`src/rtl/rst_seq_pkg.sv`:
```
// Shared definitions for the reset sequencer: state encoding and parameter legality.
package rst_seq_pkg;

  typedef logic [1:0] state_t;

  localparam state_t PLLRST   = 2'd0;
  localparam state_t WAITLOCK = 2'd1;
  localparam state_t RELEASE  = 2'd2;
  localparam state_t RUN      = 2'd3;

  // Every delay must fit in the shared counter width, and the lock timeout must
  // leave room for a complete filter window.
  function automatic bit params_ok(input int num_ch, input int cnt_w,
                                   input int pll_rst_cyc, input int lock_filt,
                                   input int stage_dly, input int lock_tmo);
    longint lim;
    lim = longint'(1) << cnt_w;
    return (num_ch >= 1) && (cnt_w >= 1) && (cnt_w <= 32) &&
           (pll_rst_cyc >= 1) && (lock_filt >= 1) && (stage_dly >= 1) &&
           (lock_tmo > lock_filt) &&
           (longint'(pll_rst_cyc) <= lim) && (longint'(lock_filt) <= lim) &&
           (longint'(stage_dly) <= lim) && (longint'(lock_tmo) <= lim);
  endfunction

endpackage

```
`src/rtl/rst_sequencer_if.sv`:
```
// Board-side signals of the reset sequencer, grouped for the PLL wrapper boundary.
interface rst_sequencer_if
  import rst_seq_pkg::*;
#(
  parameter int NUM_CH = 4
);
  // Level signalling only, no handshake: pll_locked is asynchronous, soft_rst_req
  // is sampled every cycle while high, and all outputs are registered levels.
  logic              pll_locked;
  logic              soft_rst_req;
  logic              pll_rst;
  logic [NUM_CH-1:0] ch_rst_n;
  logic              all_done;
  state_t            state_dbg;

  modport master (
    input  pll_locked, soft_rst_req,
    output pll_rst, ch_rst_n, all_done, state_dbg
  );

  modport slave (
    output pll_locked, soft_rst_req,
    input  pll_rst, ch_rst_n, all_done, state_dbg
  );
endinterface

```
`src/rtl/sync_2ff.sv`:
```
// Two-flop single-bit synchroniser with asynchronous active-high reset to 0.
module sync_2ff (
  input  logic clk,
  input  logic rst,
  input  logic d,
  output logic q
);
  logic meta;

  always_ff @(posedge clk or posedge rst) begin
    if (rst) begin
      meta <= 1'b0;
      q    <= 1'b0;
    end else begin
      meta <= d;
      q    <= meta;
    end
  end
endmodule

```
`src/rtl/rst_sequencer.sv`:
```
// PLL reset and staged domain-reset release, running on the free board clock.
module rst_sequencer
  import rst_seq_pkg::*;
#(
  parameter int NUM_CH      = 4,
  parameter int CNT_W       = 16,
  parameter int PLL_RST_CYC = 16,
  parameter int LOCK_FILT   = 64,
  parameter int STAGE_DLY   = 1000,
  parameter int LOCK_TMO    = 50000
) (
  input  logic             clk,
  input  logic             rst,
  rst_sequencer_if.master  bus
);

  localparam int IDX_W = (NUM_CH > 1) ? $clog2(NUM_CH) : 1;

  localparam logic [CNT_W-1:0] PLL_LAST   = CNT_W'(PLL_RST_CYC - 1);
  localparam logic [CNT_W-1:0] FILT_LAST  = CNT_W'(LOCK_FILT - 1);
  localparam logic [CNT_W-1:0] STAGE_LAST = CNT_W'(STAGE_DLY - 1);
  localparam logic [CNT_W-1:0] TMO_LAST   = CNT_W'(LOCK_TMO - 1);
  localparam logic [IDX_W-1:0] IDX_LAST   = IDX_W'(NUM_CH - 1);

  if (!params_ok(NUM_CH, CNT_W, PLL_RST_CYC, LOCK_FILT, STAGE_DLY, LOCK_TMO)) begin : g_param_err
    $error("rst_sequencer: illegal parameter combination");
  end

  logic lock_s;

  sync_2ff u_lock_sync (
    .clk (clk),
    .rst (rst),
    .d   (bus.pll_locked),
    .q   (lock_s)
  );

  state_t            state_q, state_d;
  logic [CNT_W-1:0]  cnt_q, cnt_d;
  logic [CNT_W-1:0]  tmo_q, tmo_d;
  logic [IDX_W-1:0]  idx_q, idx_d;
  logic              rel_fire;
  logic              pll_rst_q, pll_rst_d;
  logic [NUM_CH-1:0] ch_q, ch_d;
  logic              done_q, done_d;

  // All sequencer state and every output lives in this one register block.
  always_ff @(posedge clk or posedge rst) begin
    if (rst) begin
      state_q   <= PLLRST;
      cnt_q     <= '0;
      tmo_q     <= '0;
      idx_q     <= '0;
      pll_rst_q <= 1'b1;
      ch_q      <= '0;
      done_q    <= 1'b0;
    end else begin
      state_q   <= state_d;
      cnt_q     <= cnt_d;
      tmo_q     <= tmo_d;
      idx_q     <= idx_d;
      pll_rst_q <= pll_rst_d;
      ch_q      <= ch_d;
      done_q    <= done_d;
    end
  end

  always_comb begin
    state_d  = state_q;
    cnt_d    = cnt_q;
    tmo_d    = tmo_q;
    idx_d    = idx_q;
    rel_fire = 1'b0;
    case (state_q)
      PLLRST: begin
        if (cnt_q == PLL_LAST) begin
          state_d = WAITLOCK;
          cnt_d   = '0;
          tmo_d   = '0;
        end else begin
          cnt_d = cnt_q + 1'b1;
        end
      end
      WAITLOCK: begin
        tmo_d = tmo_q + 1'b1;
        // A filter hit in the last timeout cycle still wins over the retry.
        if (lock_s && (cnt_q == FILT_LAST)) begin
          state_d = RELEASE;
          cnt_d   = '0;
          idx_d   = '0;
        end else if (tmo_q == TMO_LAST) begin
          state_d = PLLRST;
          cnt_d   = '0;
        end else begin
          cnt_d = lock_s ? cnt_q + 1'b1 : '0;
        end
      end
      RELEASE, RUN: begin
        if (!lock_s) begin
          state_d = PLLRST;
          cnt_d   = '0;
        end else if (bus.soft_rst_req) begin
          state_d = WAITLOCK;
          cnt_d   = '0;
          tmo_d   = '0;
        end else if (state_q == RELEASE) begin
          if (cnt_q == STAGE_LAST) begin
            rel_fire = 1'b1;
            cnt_d    = '0;
            idx_d    = idx_q + 1'b1;
            if (idx_q == IDX_LAST) state_d = RUN;
          end else begin
            cnt_d = cnt_q + 1'b1;
          end
        end
      end
      default: begin
        state_d = PLLRST;
        cnt_d   = '0;
      end
    endcase
  end

  // Output values are derived from the next state so they register on the same edge.
  always_comb begin
    pll_rst_d = (state_d == PLLRST);
    done_d    = (state_d == RUN);
    ch_d      = ch_q;
    if ((state_d == PLLRST) || (state_d == WAITLOCK)) begin
      ch_d = '0;
    end else if (rel_fire) begin
      for (int i = 0; i < NUM_CH; i++) begin
        if (idx_q == IDX_W'(i)) ch_d[i] = 1'b1;
      end
    end
  end

  assign bus.pll_rst   = pll_rst_q;
  assign bus.ch_rst_n  = ch_q;
  assign bus.all_done  = done_q;
  assign bus.state_dbg = state_q;

endmodule

```
`src/flat_wrapper.sv`:
```
// flat-port wrapper written by rule: the top's interface ports become plain ports
module rst_sequencer_flat import rst_seq_pkg::*;
#(
  parameter int NUM_CH      = 4,
  parameter int CNT_W       = 16,
  parameter int PLL_RST_CYC = 16,
  parameter int LOCK_FILT   = 64,
  parameter int STAGE_DLY   = 1000,
  parameter int LOCK_TMO    = 50000
)
  (clk, rst, bus_pll_locked, bus_soft_rst_req, bus_pll_rst, bus_ch_rst_n, bus_all_done, bus_state_dbg);
  rst_sequencer_if #(.NUM_CH(NUM_CH)) bus_i ();
  input  logic clk;
  input  logic rst;
  input wire logic [$bits(bus_i.pll_locked)-1:0] bus_pll_locked;
  input wire logic [$bits(bus_i.soft_rst_req)-1:0] bus_soft_rst_req;
  output wire logic [$bits(bus_i.pll_rst)-1:0] bus_pll_rst;
  output wire logic [$bits(bus_i.ch_rst_n)-1:0] bus_ch_rst_n;
  output wire logic [$bits(bus_i.all_done)-1:0] bus_all_done;
  output wire logic [$bits(bus_i.state_dbg)-1:0] bus_state_dbg;
  assign bus_i.pll_locked = bus_pll_locked;
  assign bus_i.soft_rst_req = bus_soft_rst_req;
  assign bus_pll_rst = bus_i.pll_rst;
  assign bus_ch_rst_n = bus_i.ch_rst_n;
  assign bus_all_done = bus_i.all_done;
  assign bus_state_dbg = bus_i.state_dbg;
  rst_sequencer #(.NUM_CH(NUM_CH), .CNT_W(CNT_W), .PLL_RST_CYC(PLL_RST_CYC), .LOCK_FILT(LOCK_FILT), .STAGE_DLY(STAGE_DLY), .LOCK_TMO(LOCK_TMO)) u_core (.clk(clk), .rst(rst), .bus(bus_i));
endmodule
```
`config.mk`:
```
export PLATFORM = sky130hd
export DESIGN_NAME = rst_sequencer_flat
export DESIGN_NICKNAME = d
export VERILOG_FILES = /design/src/rtl/rst_seq_pkg.sv /design/src/rtl/rst_sequencer_if.sv /design/src/rtl/sync_2ff.sv /design/src/rtl/rst_sequencer.sv /design/src/flat_wrapper.sv
export SDC_FILE = /design/constraint.sdc
export NUM_CORES = 1
export LEC_CHECK = 0
export CELL_PAD_IN_SITES_DETAIL_PLACEMENT = 1
export CELL_PAD_IN_SITES_GLOBAL_PLACEMENT = 1
export CORE_MARGIN = 5
export CORE_UTILIZATION = 30
export DETAILED_ROUTE_END_ITERATION = 10
export GPL_ROUTABILITY_DRIVEN = 0
export PLACE_DENSITY_LB_ADDON = 0.1
export SKIP_LAST_GASP = 1
export SLEW_MARGIN = 20
export SYNTH_ARGS = -nofsm -noshare
export SYNTH_HDL_FRONTEND = slang
export SYNTH_SLANG_ARGS = --single-unit
```
`constraint.sdc`:
```
create_clock -name clk -period 5.8 [get_ports clk]
set_input_delay 0.87 -clock clk [delete_from_list [all_inputs] [get_ports clk]]
set_output_delay 0.87 -clock clk [all_outputs]
set_load 0.01 [all_outputs]
```
==> reports/results.txt <==
# H-tree levels = 2
Post-CTS sizing = 0
Switching Fraction = 25.6%
Max Cap Violations = 0
Reg2Reg Launch Point = u_core.cnt_q[0]$_DFFE_PP0P_
Worst stage delay on the critical path = 0.53 ns
GRT Overall Usage = 12.2%
R2R depth = 7
Worst Tran Pin Value = 0.952 ns
Post-cts hold buffer count = 0
Psw = 0.155 mW
Register-to-register setup slack = 3.52 ns
Worst setup path class = in -> reg
Largest net degree at the start of global routing = 45
Initial antenna violation count = 0
DRT antenna net count = 0
Placed cells = 351
Synthesized net count = 256
Post-detail-place hpwl = 3850 um
Final wirelength = 5360 um
Layout fillers = 848
Die area = 0.00947 sq mm
Crit. Startpoint = bus_soft_rst_req
First-pass detailed-route iteration total = 4
Final cell count without fillers = 358
Setup Viol. Count Final = 0
IO Count = 12
Initial DRC Count = 56
Clock network fraction of total power = 34.7%
Die Ht = 97.3 um
Fin nets = 269
Root buffer cell = clkbuf_8
Flop pwr share = 56.8%
Yosys warnings = 0
Antenna Cells = 0
Crit path max fanout = 5
DRC viols = 0
Vias post-DR = 1817
Peak supply drop = 0.112 mV
Average size of a mapped cell = 9.30 sq um
Routed len/inst = 15.0 um
Power Density = 233 mW/mm^2
CTS tree = yes
Post-Syn Instances = 246
Clk Latency, worst-skew pair = 0.30 ns
PortBufs = 11
Global-route wire length before repair = 9510 um
Crit-path cells = clkdlybuf4s50_1 > nand4b_1 > nand2_1 > nor3_1 > nand3_1 > xor2_1 > nor2_1
Final min period = 2.37 ns
Critical Path RT = 5.97 ns
Internal = 0.450 mW
Worst setup EP type = flip-flop
P_leak = 1.06 nW
Register Area = 0.00110 sq mm
Mapped cell area = 0.00229 sq mm
Status = finished clean
Reg2reg end = u_core.tmo_q[15]$_DFFE_PP0P_
Initial Utilization = 31.2%
CTS Sinks = 44
Clock slew at reported path FFs = 0.08 ns
Worst slew margin = 36.4%
Yosys reg bits = 44
Seq/Total Area, Yosys = 48.2%
Crit-path slowest cell = clkdlybuf4s50_1
Yosys cell types = 43
Max clock buf depth = 2
Max Slew Vio Count = 0
Rows = 31
Final period util = 40.9%
Vias in the first global route = 1917
Num CTS Buffers = 5
Fmax = 422 MHz
GR Overflow Total = 0
Hold Crit Class = reg -> reg
RSZ-0062 raised after global routing = no
Final hold vios = 0
Post-synth top flop = dfrtp_1
Final worst slack = 3.43 ns
Comb pwr share = 8.5%
Layout cells sized above 1 = 7.72%
P&R area growth vs syn = 13.5%
FFs w/ async S/R, synth = 100%
Setup TNS = 0 ns
Core ar. = 0.00733 sq mm
Worst path arrival time = 2.54 ns
Multi-input gate area = 0.00112 sq mm
Clock Skews = 0.0135 ns
Post-synth EDFFs = 0
Via/cell ratio = 5.08
Post-CTS Setup Inserts = 0
Placement Setup Slack = 3.13 ns
Die Span X = 97.3 um
Worst setup path endpoint = u_core.cnt_q[15]$_DFFE_PP0P_
Crit start category = input pin
[power by group through the flow]
| stage | Clock (mW) | Sequential, mW | Combinational [mW] |
|---|---|---|---|
| finish | 0.210 | 0.344 | 0.0513 |
| global route | 0.234 | 0.347 | 0.0606 |
| CTS | 0.220 | 0.344 | 0.0537 |
| floorplan | 0 | 0.344 | 0.0389 |
| global placement | 0 | 0.349 | 0.0518 |
| detailed placement | 0 | 0.349 | 0.0536 |
[worst min path at each step]
stage | startpoint | end | depth (start not counted)
final | u_core.u_lock_sync.meta$_DFF_PP0_ | u_core.u_lock_sync.q$_DFF_PP0_ | 0
after global routing | u_core.u_lock_sync.meta$_DFF_PP0_ | u_core.u_lock_sync.q$_DFF_PP0_ | 0
after CTS | u_core.u_lock_sync.meta$_DFF_PP0_ | u_core.u_lock_sync.q$_DFF_PP0_ | 0
after detailed placement | u_core.u_lock_sync.meta$_DFF_PP0_ | u_core.u_lock_sync.q$_DFF_PP0_ | 0
after global placement | u_core.u_lock_sync.meta$_DFF_PP0_ | u_core.u_lock_sync.q$_DFF_PP0_ | 0
after floorplan | u_core.u_lock_sync.meta$_DFF_PP0_ | u_core.u_lock_sync.q$_DFF_PP0_ | 0
[registers in the layout, indices dropped and copies added, names as in the netlist]
signal and count:
u_core.bus.pll_rst 1, u_core.cnt_q 16, u_core.bus.all_done 1, u_core.u_lock_sync.q 1, u_core.tmo_q 16, u_core.bus.ch_rst_n 4
u_core.bus.state_dbg 2, u_core.u_lock_sync.meta 1, u_core.idx_q 2
[through the flow]
| step | power [mW] | cell area [sq um] | utilization, % | hold slack [ns] |
|---|---|---|---|---|
| detailed placement | 0.403 | 2500 | 34.1 | 0.337 |
| global placement | 0.401 | 2500 | 34.1 | 0.332 |
| CTS | 0.617 | 2600 | 35.4 | 0.356 |
| finish | 0.605 | 2600 | 35.4 | 0.353 |
| floorplan | 0.382 | 2290 | - | 0.331 |
| global route | 0.642 | 2600 | 35.4 | 0.387 |
[kinds of logic (layout without fill, tap and decap cells)]
| family | count (synthesis) | after routing | synth area share [%] |
|---|---|---|---|
| and+or+nand+nor | 126 | 126 | 29.2 |
| DFF | 44 | 44 | 48.2 |
| AOI/OAI and AO/OA | 38 | 38 | 10.0 |
| xor gates and xnor gates | 16 | 16 | 6.13 |
| buffers and inverters | 15 | 28 | 2.73 |
| adders and majority gates | 6 | 6 | 3.28 |
| muxes | 1 | 1 | 0.492 |
[cell usage after synthesis, drive strengths merged, types with 5 or more instances]
library cell / number / area (sq um)
dfrtp: 43 / 1080
nor2: 34 / 128
nand2: 28 / 105
o21ai: 18 / 90.1
a21oi: 10 / 50.1
nand3: 10 / 50.1
nand4: 10 / 62.6
nor3: 10 / 55.1
and3: 9 / 56.3
inv: 9 / 33.8
xnor2: 9 / 78.8
xor2: 7 / 61.3
ha: 6 / 75.1
nor4: 5 / 52.6
[layer usage]
layer  track usage [%]  routed length, um  part of all wire [%]  vias up
met5                 0                  0                     0        -
met4              4.79                121                   2.3        0
met3              2.87                 98                   1.8        8
met2              20.3               2470                    46       16
met1              15.4               2670                    50      907
li1                  -                  -                     -      886
[worst max-delay path: cells and delay by family]
| family | cells | cell delay (ns) |
|---|---|---|
| XOR/XNOR | 1 | 0.16 |
| buffers and inverters | 1 | 0.53 |
| AND/OR/NAND/NOR | 5 | 0.97 |
[cell usage in the layout, fill, tap and decap left out, types with 6 or more instances in the layout]
| master | netlist | final |
|---|---|---|
| a21oi_1 | 10 | 10 |
| and3_1 | 9 | 9 |
| clkbuf_8 | 0 | 7 |
| clkdlybuf4s50_1 | 0 | 11 |
| dfrtp_1 | 43 | 43 |
| ha_1 | 6 | 6 |
| inv_1 | 9 | 8 |
| nand2_1 | 28 | 28 |
| nand3_1 | 10 | 10 |
| nand4_1 | 10 | 10 |
| nor2_1 | 34 | 34 |
| nor3_1 | 9 | 9 |
| o21ai_0 | 18 | 18 |
| xnor2_1 | 9 | 9 |
| xor2_1 | 7 | 7 |
[area by class of cell]
class | instances | share of cell area, %
clock buffers | 7 | 3.71
inverters | 9 | 1.30
multi-input cells | 187 | 43.2
flip-flops and latches | 44 | 42.5
well taps | 99 | 4.77
repair buffers | 12 | 4.53
Note: power is estimated with default switching activity, not from simulation.
